### config.mk
export PLATFORM = sky130hd
export DESIGN_NAME = sdpram_rd_streamer_flat
export DESIGN_NICKNAME = d
export VERILOG_FILES = /design/src/rtl/sdpram_rd_streamer_pkg.sv /design/src/rtl/sdpram_rd_streamer_if.sv /design/src/rtl/sdpram_rd_streamer_stream_sync_fifo.sv /design/src/rtl/sdpram_rd_streamer.sv /design/src/flat_wrapper.sv
export SDC_FILE = /design/constraint.sdc
export NUM_CORES = 1
export LEC_CHECK = 0
export BUFFER_PORTS_ARGS = -buffer_cell sky130_fd_sc_hd__buf_2
export CAP_MARGIN = 20
export CORE_ASPECT_RATIO = 1.4
export CORE_MARGIN = 5
export CORE_UTILIZATION = 35
export CTS_BUF_LIST = sky130_fd_sc_hd__clkbuf_4 sky130_fd_sc_hd__clkbuf_8
export DETAILED_ROUTE_END_ITERATION = 6
export PLACE_DENSITY_LB_ADDON = 0.08
export SLEW_MARGIN = 20
export SYNTH_ARGS = -nofsm -noshare
export SYNTH_HDL_FRONTEND = slang
export SYNTH_HIERARCHICAL = 1
export SYNTH_SLANG_ARGS = --single-unit
export TNS_END_PERCENT = 30
### constraint.sdc
create_clock -name clk -period 3.1 [get_ports clk]
set_clock_uncertainty 0.2 [all_clocks]
set_input_delay 0.31 -clock clk [delete_from_list [all_inputs] [get_ports clk]]
set_output_delay 0.31 -clock clk [all_outputs]
set_load 0.05 [all_outputs]
### src/rtl/sdpram_rd_streamer_pkg.sv
// Shared types and defaults for the SDP RAM read streamer.
package sdpram_rd_pkg;

    localparam int unsigned ADDR_W_DEF     = 9;
    localparam int unsigned DATA_W_DEF     = 8;
    localparam int unsigned LEN_W_DEF      = 10;
    localparam int unsigned FIFO_DEPTH_DEF = 4;
    localparam int unsigned RD_LATENCY     = 2;

    typedef enum logic [1:0] {
        ST_IDLE  = 2'd0,
        ST_RUN   = 2'd1,
        ST_DRAIN = 2'd2
    } rd_state_t;

    // Number of reads currently travelling through the RAM pipeline.
    function automatic int unsigned count_ones(input logic [RD_LATENCY-1:0] v);
        int unsigned n;
        n = 0;
        for (int unsigned i = 0; i < RD_LATENCY; i++) begin
            n = n + 32'(v[i]);
        end
        return n;
    endfunction

endpackage

### src/rtl/sdpram_rd_streamer_if.sv
// Valid/ready byte stream with end-of-block marker.
interface sdpram_rd_streamer_if
    import sdpram_rd_pkg::*;
#(
    parameter int unsigned DATA_W = DATA_W_DEF
);
    logic [DATA_W-1:0] m_data;
    logic              m_valid;
    logic              m_last;
    logic              m_ready;

    modport master (
        output m_data,
        output m_valid,
        output m_last,
        input  m_ready
    );

    modport slave (
        input  m_data,
        input  m_valid,
        input  m_last,
        output m_ready
    );
endinterface

### src/rtl/sdpram_rd_streamer_stream_sync_fifo.sv
// First-word-fall-through synchronous FIFO with occupancy count and flush.
module stream_sync_fifo
    import sdpram_rd_pkg::*;
#(
    parameter int unsigned WIDTH = DATA_W_DEF + 1,
    parameter int unsigned DEPTH = FIFO_DEPTH_DEF
)
(
    input  logic                     clk,
    input  logic                     rst_n,
    input  logic                     flush,
    input  logic                     push,
    input  logic [WIDTH-1:0]         push_data,
    input  logic                     pop,
    output logic [WIDTH-1:0]         pop_data,
    output logic [$clog2(DEPTH):0]   count,
    output logic                     empty
);
    localparam int unsigned AW = $clog2(DEPTH);
    localparam int unsigned CW = AW + 1;

    logic [WIDTH-1:0] mem [DEPTH];
    logic [AW-1:0]    wr_ptr;
    logic [AW-1:0]    rd_ptr;
    logic [CW-1:0]    cnt;
    logic             full;
    logic             do_push;
    logic             do_pop;

    assign full    = (cnt == CW'(DEPTH));
    assign empty   = (cnt == '0);
    assign do_pop  = pop && !empty;
    assign do_push = push && (!full || do_pop);
    assign count   = cnt;

    always_ff @(posedge clk or negedge rst_n) begin
        if (!rst_n) begin
            wr_ptr <= '0;
            rd_ptr <= '0;
            cnt    <= '0;
        end else if (flush) begin
            wr_ptr <= '0;
            rd_ptr <= '0;
            cnt    <= '0;
        end else begin
            if (do_push) wr_ptr <= wr_ptr + 1'b1;
            if (do_pop)  rd_ptr <= rd_ptr + 1'b1;
            case ({do_push, do_pop})
                2'b10:   cnt <= cnt + 1'b1;
                2'b01:   cnt <= cnt - 1'b1;
                default: cnt <= cnt;
            endcase
        end
    end

    always_ff @(posedge clk) begin
        if (do_push && !flush) mem[wr_ptr] <= push_data;
    end

    // Output forced to zero when empty so the stream reads as reset-clean.
    assign pop_data = empty ? '0 : mem[rd_ptr];

endmodule

### src/rtl/sdpram_rd_streamer.sv
// Streams a block of bytes out of the SDP RAM read port, hiding the RAM's
// fixed read latency behind a credit-controlled output FIFO.
module sdpram_rd_streamer
    import sdpram_rd_pkg::*;
#(
    parameter int unsigned ADDR_W     = ADDR_W_DEF,
    parameter int unsigned DATA_W     = DATA_W_DEF,
    parameter int unsigned LEN_W      = LEN_W_DEF,
    parameter int unsigned FIFO_DEPTH = FIFO_DEPTH_DEF
)
(
    input  logic              clk,
    input  logic              rst_n,
    input  logic              start,
    input  logic              abort,
    input  logic [ADDR_W-1:0] base_addr,
    input  logic [LEN_W-1:0]  length,
    output logic              busy,
    output logic              done,
    output logic [ADDR_W-1:0] ram_rd_addr,
    output logic              ram_rd_clk_en,
    output logic              ram_rd_oce,
    input  logic [DATA_W-1:0] ram_rd_data,
    sdpram_rd_streamer_if.master m_stream
);
    localparam int unsigned CW = $clog2(FIFO_DEPTH) + 1;

    rd_state_t             state;
    logic [LEN_W-1:0]      remaining;
    logic                  zero_len;
    logic [RD_LATENCY-1:0] sr_valid;
    logic [RD_LATENCY-1:0] sr_last;
    logic [CW-1:0]         fifo_count;
    logic [CW-1:0]         inflight;
    logic [CW:0]           occupancy;
    logic                  issue;
    logic                  issue_last;
    logic                  pop;
    logic                  finish;
    logic                  fifo_flush;
    logic                  fifo_empty;
    logic                  fifo_last;
    logic [DATA_W-1:0]     fifo_data;

    // A read is only issued if a FIFO slot is already reserved for its data.
    assign inflight   = CW'(count_ones(sr_valid));
    assign occupancy  = {1'b0, fifo_count} + {1'b0, inflight};
    assign issue      = (state == ST_RUN) && (occupancy < (CW+1)'(FIFO_DEPTH));
    assign issue_last = issue && (remaining == LEN_W'(1));

    assign pop        = m_stream.m_valid && m_stream.m_ready;
    assign finish     = (state == ST_DRAIN) && (zero_len || (pop && m_stream.m_last));
    assign fifo_flush = abort && (state != ST_IDLE);

    assign busy          = (state != ST_IDLE);
    assign ram_rd_clk_en = busy || (sr_valid != '0);
    assign ram_rd_oce    = ram_rd_clk_en;

    always_ff @(posedge clk or negedge rst_n) begin
        if (!rst_n) begin
            state       <= ST_IDLE;
            ram_rd_addr <= '0;
            remaining   <= '0;
            zero_len    <= 1'b0;
            done        <= 1'b0;
            sr_valid    <= '0;
            sr_last     <= '0;
        end else begin
            done     <= 1'b0;
            sr_valid <= {sr_valid[RD_LATENCY-2:0], issue};
            sr_last  <= {sr_last[RD_LATENCY-2:0], issue_last};
            if (fifo_flush) begin
                // Clearing the valids discards any RAM data still in flight.
                state    <= ST_IDLE;
                sr_valid <= '0;
                sr_last  <= '0;
                zero_len <= 1'b0;
            end else begin
                case (state)
                    ST_IDLE: begin
                        if (start) begin
                            ram_rd_addr <= base_addr;
                            remaining   <= length;
                            zero_len    <= (length == '0);
                            state       <= (length == '0) ? ST_DRAIN : ST_RUN;
                        end
                    end
                    ST_RUN: begin
                        if (issue) begin
                            ram_rd_addr <= ram_rd_addr + 1'b1;
                            remaining   <= remaining - 1'b1;
                            if (issue_last) state <= ST_DRAIN;
                        end
                    end
                    ST_DRAIN: begin
                        if (finish) begin
                            state    <= ST_IDLE;
                            done     <= 1'b1;
                            zero_len <= 1'b0;
                        end
                    end
                    default: state <= ST_IDLE;
                endcase
            end
        end
    end

    stream_sync_fifo #(
        .WIDTH (DATA_W + 1),
        .DEPTH (FIFO_DEPTH)
    ) u_fifo (
        .clk       (clk),
        .rst_n     (rst_n),
        .flush     (fifo_flush),
        .push      (sr_valid[RD_LATENCY-1]),
        .push_data ({sr_last[RD_LATENCY-1], ram_rd_data}),
        .pop       (pop),
        .pop_data  ({fifo_last, fifo_data}),
        .count     (fifo_count),
        .empty     (fifo_empty)
    );

    assign m_stream.m_data  = fifo_data;
    assign m_stream.m_valid = !fifo_empty;
    assign m_stream.m_last  = fifo_last;

endmodule
### src/flat_wrapper.sv
// flat-port wrapper written by rule: the top's interface ports become plain ports
module sdpram_rd_streamer_flat import sdpram_rd_pkg::*;
#(
    parameter int unsigned ADDR_W     = ADDR_W_DEF,
    parameter int unsigned DATA_W     = DATA_W_DEF,
    parameter int unsigned LEN_W      = LEN_W_DEF,
    parameter int unsigned FIFO_DEPTH = FIFO_DEPTH_DEF
)
  (clk, rst_n, start, abort, base_addr, length, busy, done, ram_rd_addr, ram_rd_clk_en, ram_rd_oce, ram_rd_data, m_stream_m_data, m_stream_m_valid, m_stream_m_last, m_stream_m_ready);
  sdpram_rd_streamer_if #(.DATA_W(DATA_W)) m_stream_i ();
  input  logic clk;
  input  logic rst_n;
  input  logic start;
  input  logic abort;
  input  logic [ADDR_W-1:0] base_addr;
  input  logic [LEN_W-1:0] length;
  output logic busy;
  output logic done;
  output logic [ADDR_W-1:0] ram_rd_addr;
  output logic ram_rd_clk_en;
  output logic ram_rd_oce;
  input  logic [DATA_W-1:0] ram_rd_data;
  output wire logic [$bits(m_stream_i.m_data)-1:0] m_stream_m_data;
  output wire logic [$bits(m_stream_i.m_valid)-1:0] m_stream_m_valid;
  output wire logic [$bits(m_stream_i.m_last)-1:0] m_stream_m_last;
  input wire logic [$bits(m_stream_i.m_ready)-1:0] m_stream_m_ready;
  assign m_stream_m_data = m_stream_i.m_data;
  assign m_stream_m_valid = m_stream_i.m_valid;
  assign m_stream_m_last = m_stream_i.m_last;
  assign m_stream_i.m_ready = m_stream_m_ready;
  sdpram_rd_streamer #(.ADDR_W(ADDR_W), .DATA_W(DATA_W), .LEN_W(LEN_W), .FIFO_DEPTH(FIFO_DEPTH)) u_core (.clk(clk), .rst_n(rst_n), .start(start), .abort(abort), .base_addr(base_addr), .length(length), .busy(busy), .done(done), .ram_rd_addr(ram_rd_addr), .ram_rd_clk_en(ram_rd_clk_en), .ram_rd_oce(ram_rd_oce), .ram_rd_data(ram_rd_data), .m_stream(m_stream_i));
endmodule
==> reports/qor.txt <==
chip width = 94.96 um
I/O Buffers = 54
P_sw = 1.516 mW
final hold vios = 0
cts bufs inserted = 9
WL final = 8500 um
Top-Level Pins = 55
GRT Residual Overflow = 0
switching share of power = 0.4120
CP Capture Type = flop
Tmin final = 2564 ps
number of global-route vias before repair = 2779
Setup crit start kind = flop
DIE AREA = 0.01224 mm2
layout cell share with drive strength beyond 1 = 0.2630
Post-Syn Nets = 336
Clock transition at path regs = 80 ps
Setup TNS = 0 ps
max frequency = 0.3900 GHz
Avg Synthesized Cell Area = 11.99 um2
Crit path required time = 3160 ps
initial drt markers = 152
CTS root buf = clkbuf_8
Core Util, Final = 0.4309
Core Region = 0.009899 mm2
multi-input logic area = 0.001431 mm2
row count = 43
most frequent cells in the layout = buf_2 (54), edfxtp_1 (36), dfrtp_1 (34)
Combinational Power Share = 0.394
first drt pass iteration count = 4
Seq/Total Area, Yosys = 0.5462
critical path's slowest cell = or3b_1
final worst-path cycle share = 0.8271
final worst slack = 536.1 ps
Finished Layout Cells = 500
clk sinks = 70
Hold Path Sink = u_core/sr_last[0]
nets = 402
first-pass GRT wire length = 14170 um
post-cts sizing count = 0
Slew Limit Headroom = 0.4484
drt drc = 0
Placed Instances = 475
Clock Tree Buf Depth = 2
Slew @ Worst Pin = 827.5 ps
Area Overhead vs Synth = 20.59%
FF/Latch Area = 0.001932 mm2
Ant. Diodes = 0
gr usage total = 0.1528
fill count = 1001
die height = 128.9 um
placed inst area = 0.003930 mm2
Synth Warn # = 6
pwr dens = 862.8 mW/mm2
hold path startpoint = abort
max_cap viols = 0
CTS tree = built
worst hold-check path type = input pin to flop
Starting Density = 0.3573
status = completed
pre-CTS setup slack = 557.7 ps
Critical R2R Launch = u_core/u_fifo/count[1]
Syn Std Cell Area = 0.003537 mm2
largest net degree at the start of global routing = 35
Seq pwr share = 0.367
WL per Instance = 17.00 um
synthesis-stage register bit count = 70
antenna violations before repair = 0
Pleak = 1.709 nW
clock network fraction of total power = 0.238
Int Pwr = 2.164 mW
Post-synth EDFFs = 36
routability cong. = 0.7745
WHS Path Cells = 2
R2R Setup Slk = 540 ps
RSZ-0062 raised after global routing = no
Critical Path Fanout Max = 4
Synth Instances = 295
post-synth cell types = 58
FFs w/ async S/R, synth = 0.4857
VDD IR-drop max = 322.3 uV
Worst R2R End = u_core/u_fifo/count[2]
Finished Cell Area = 0.004265 mm2
count of final setup violators = 0
DP HPWL = 5955 um
Via density = 5.262
Slew Viols, Final = 0
commonest non-fill, non-tap cell in the layout = buf_2
Crit path arrival time = 2630 ps
antenna-violating nets left = 0
Max H-tree Level = 3
ys flop type = edfxtp_1
FF-to-FF path depth = 7
Worst Setup Path Type = flop to flop
via count = 2631
clk_lat worst skew = 350 ps
CP cell instances = nor3_1 > nor2b_1 > nor3b_1 > fa_1 > or3b_1 > or3_1 > a31oi_1
max incr delay on CP = 410 ps
## kinds of logic (layout without fill, tap and decap cells)
logic type,count (synthesis),after routing,synth area share
xor gates and xnor gates,4,4,0.009906
buffers and inverters,33,103,0.04917
adders and majority gates,9,9,0.03396
muxes,9,9,0.05730
AOI/OAI and AO/OA,82,82,0.1666
and+or+nand+nor,88,88,0.1369
DFF,70,70,0.5462
## what timing repair did
item / in CTS / in global routing
hold buffers: 10 / 0
buffers inserted: 0 / 0
hold endpoints to repair: 67 / 0
## synth_stat cells, types with 3 or more instances
library cell,number,area share
o211ai_1,3,0.0064
o22ai_1,11,0.019
a31oi_1,6,0.011
o2bb2ai_1,5,0.012
edfxtp_1,36,0.31
and2_1,8,0.014
nor2b_1,13,0.023
buf_6,4,0.013
dfrtp_1,34,0.24
xor2_1,3,0.0074
nor4_1,6,0.011
nor3b_1,3,0.0064
mux4_2,9,0.057
ha_1,8,0.028
a22oi_1,5,0.011
buf_4,4,0.0085
o21ai_0,9,0.013
nor2_1,15,0.016
or3_1,3,0.0053
inv_1,13,0.014
nor3_1,7,0.0099
nand3_1,7,0.0099
nand2_1,13,0.014
buf_2,3,0.0042
clkbuf_1,7,0.0074
o2bb2a_1,4,0.011
o31ai_1,3,0.0064
or2_2,3,0.0053
a21oi_1,14,0.020
## final cells by class
class / instances / area share
repair buffers: 74 / 0.1044
flip-flops and latches: 70 / 0.4529
clock inverters: 6 / 0.02611
inverters: 14 / 0.01232
clock buffers: 9 / 0.02904
multi-input cells: 192 / 0.3356
well taps: 135 / 0.03960
## worst max path at each step
stage                            from                      to  cells past startpoint
6_report       u_core/u_fifo/count[1]  u_core/u_fifo/count[2]                      7
5_1_grt        u_core/u_fifo/count[1]  u_core/u_fifo/count[2]                      7
4_1_cts        u_core/u_fifo/count[1]  u_core/u_fifo/count[2]                      7
3_5_place_dp   u_core/u_fifo/count[0]   u_core/ram_rd_addr[4]                      7
3_3_place_gp   u_core/u_fifo/count[0]   u_core/ram_rd_addr[3]                      7
2_1_floorplan  u_core/u_fifo/count[1]  u_core/u_fifo/count[2]                     10
## per-layer routing
metal  wire (um)  global-route usage
met5           0                   0
met4         145             0.06287
met1        3624              0.1789
met3         248             0.03918
met2        4482              0.2637
## critical path, delay by kind of cell (launching register included)
| kind | cells | cell delay (ps) |
|---|---|---|
| AND/OR/NAND/NOR | 5 | 1350 |
| AO/OA/AOI/OAI | 1 | 160 |
| flip-flops | 1 | 380 |
| adder cells (fa/ha/maj) | 1 | 400 |
## through the flow
stage,total power [mW],hold slack (ps)
after floorplan,2.444,-185.6
after global placement,2.823,262.4
after detailed placement,2.827,256.7
after CTS,3.731,23.54
after global routing,3.929,32.63
final,3.680,40.35
## power groups by stage
stage	combinational, mW	sequential (mW)	clock [mW]
after floorplan	0.927	1.52	0
final	1.45	1.35	0.878
after detailed placement	1.46	1.37	0
after CTS	1.47	1.35	0.907
after global routing	1.59	1.39	0.956
after global placement	1.46	1.37	0
## sequential cells by signal (all words and copies together) (netlist names)
signal and cells:
u_core/state 2, u_core/done 1, u_core/u_fifo/count 3, u_core/sr_last 2, u_core/u_fifo/wr_ptr 2, u_core/u_fifo/rd_ptr 2, u_core/remaining 10, u_core/ram_rd_addr 9
u_core/zero_len 1, u_core/sr_valid 2, u_core/u_fifo/mem 36
(Power assumes the default switching activity.)
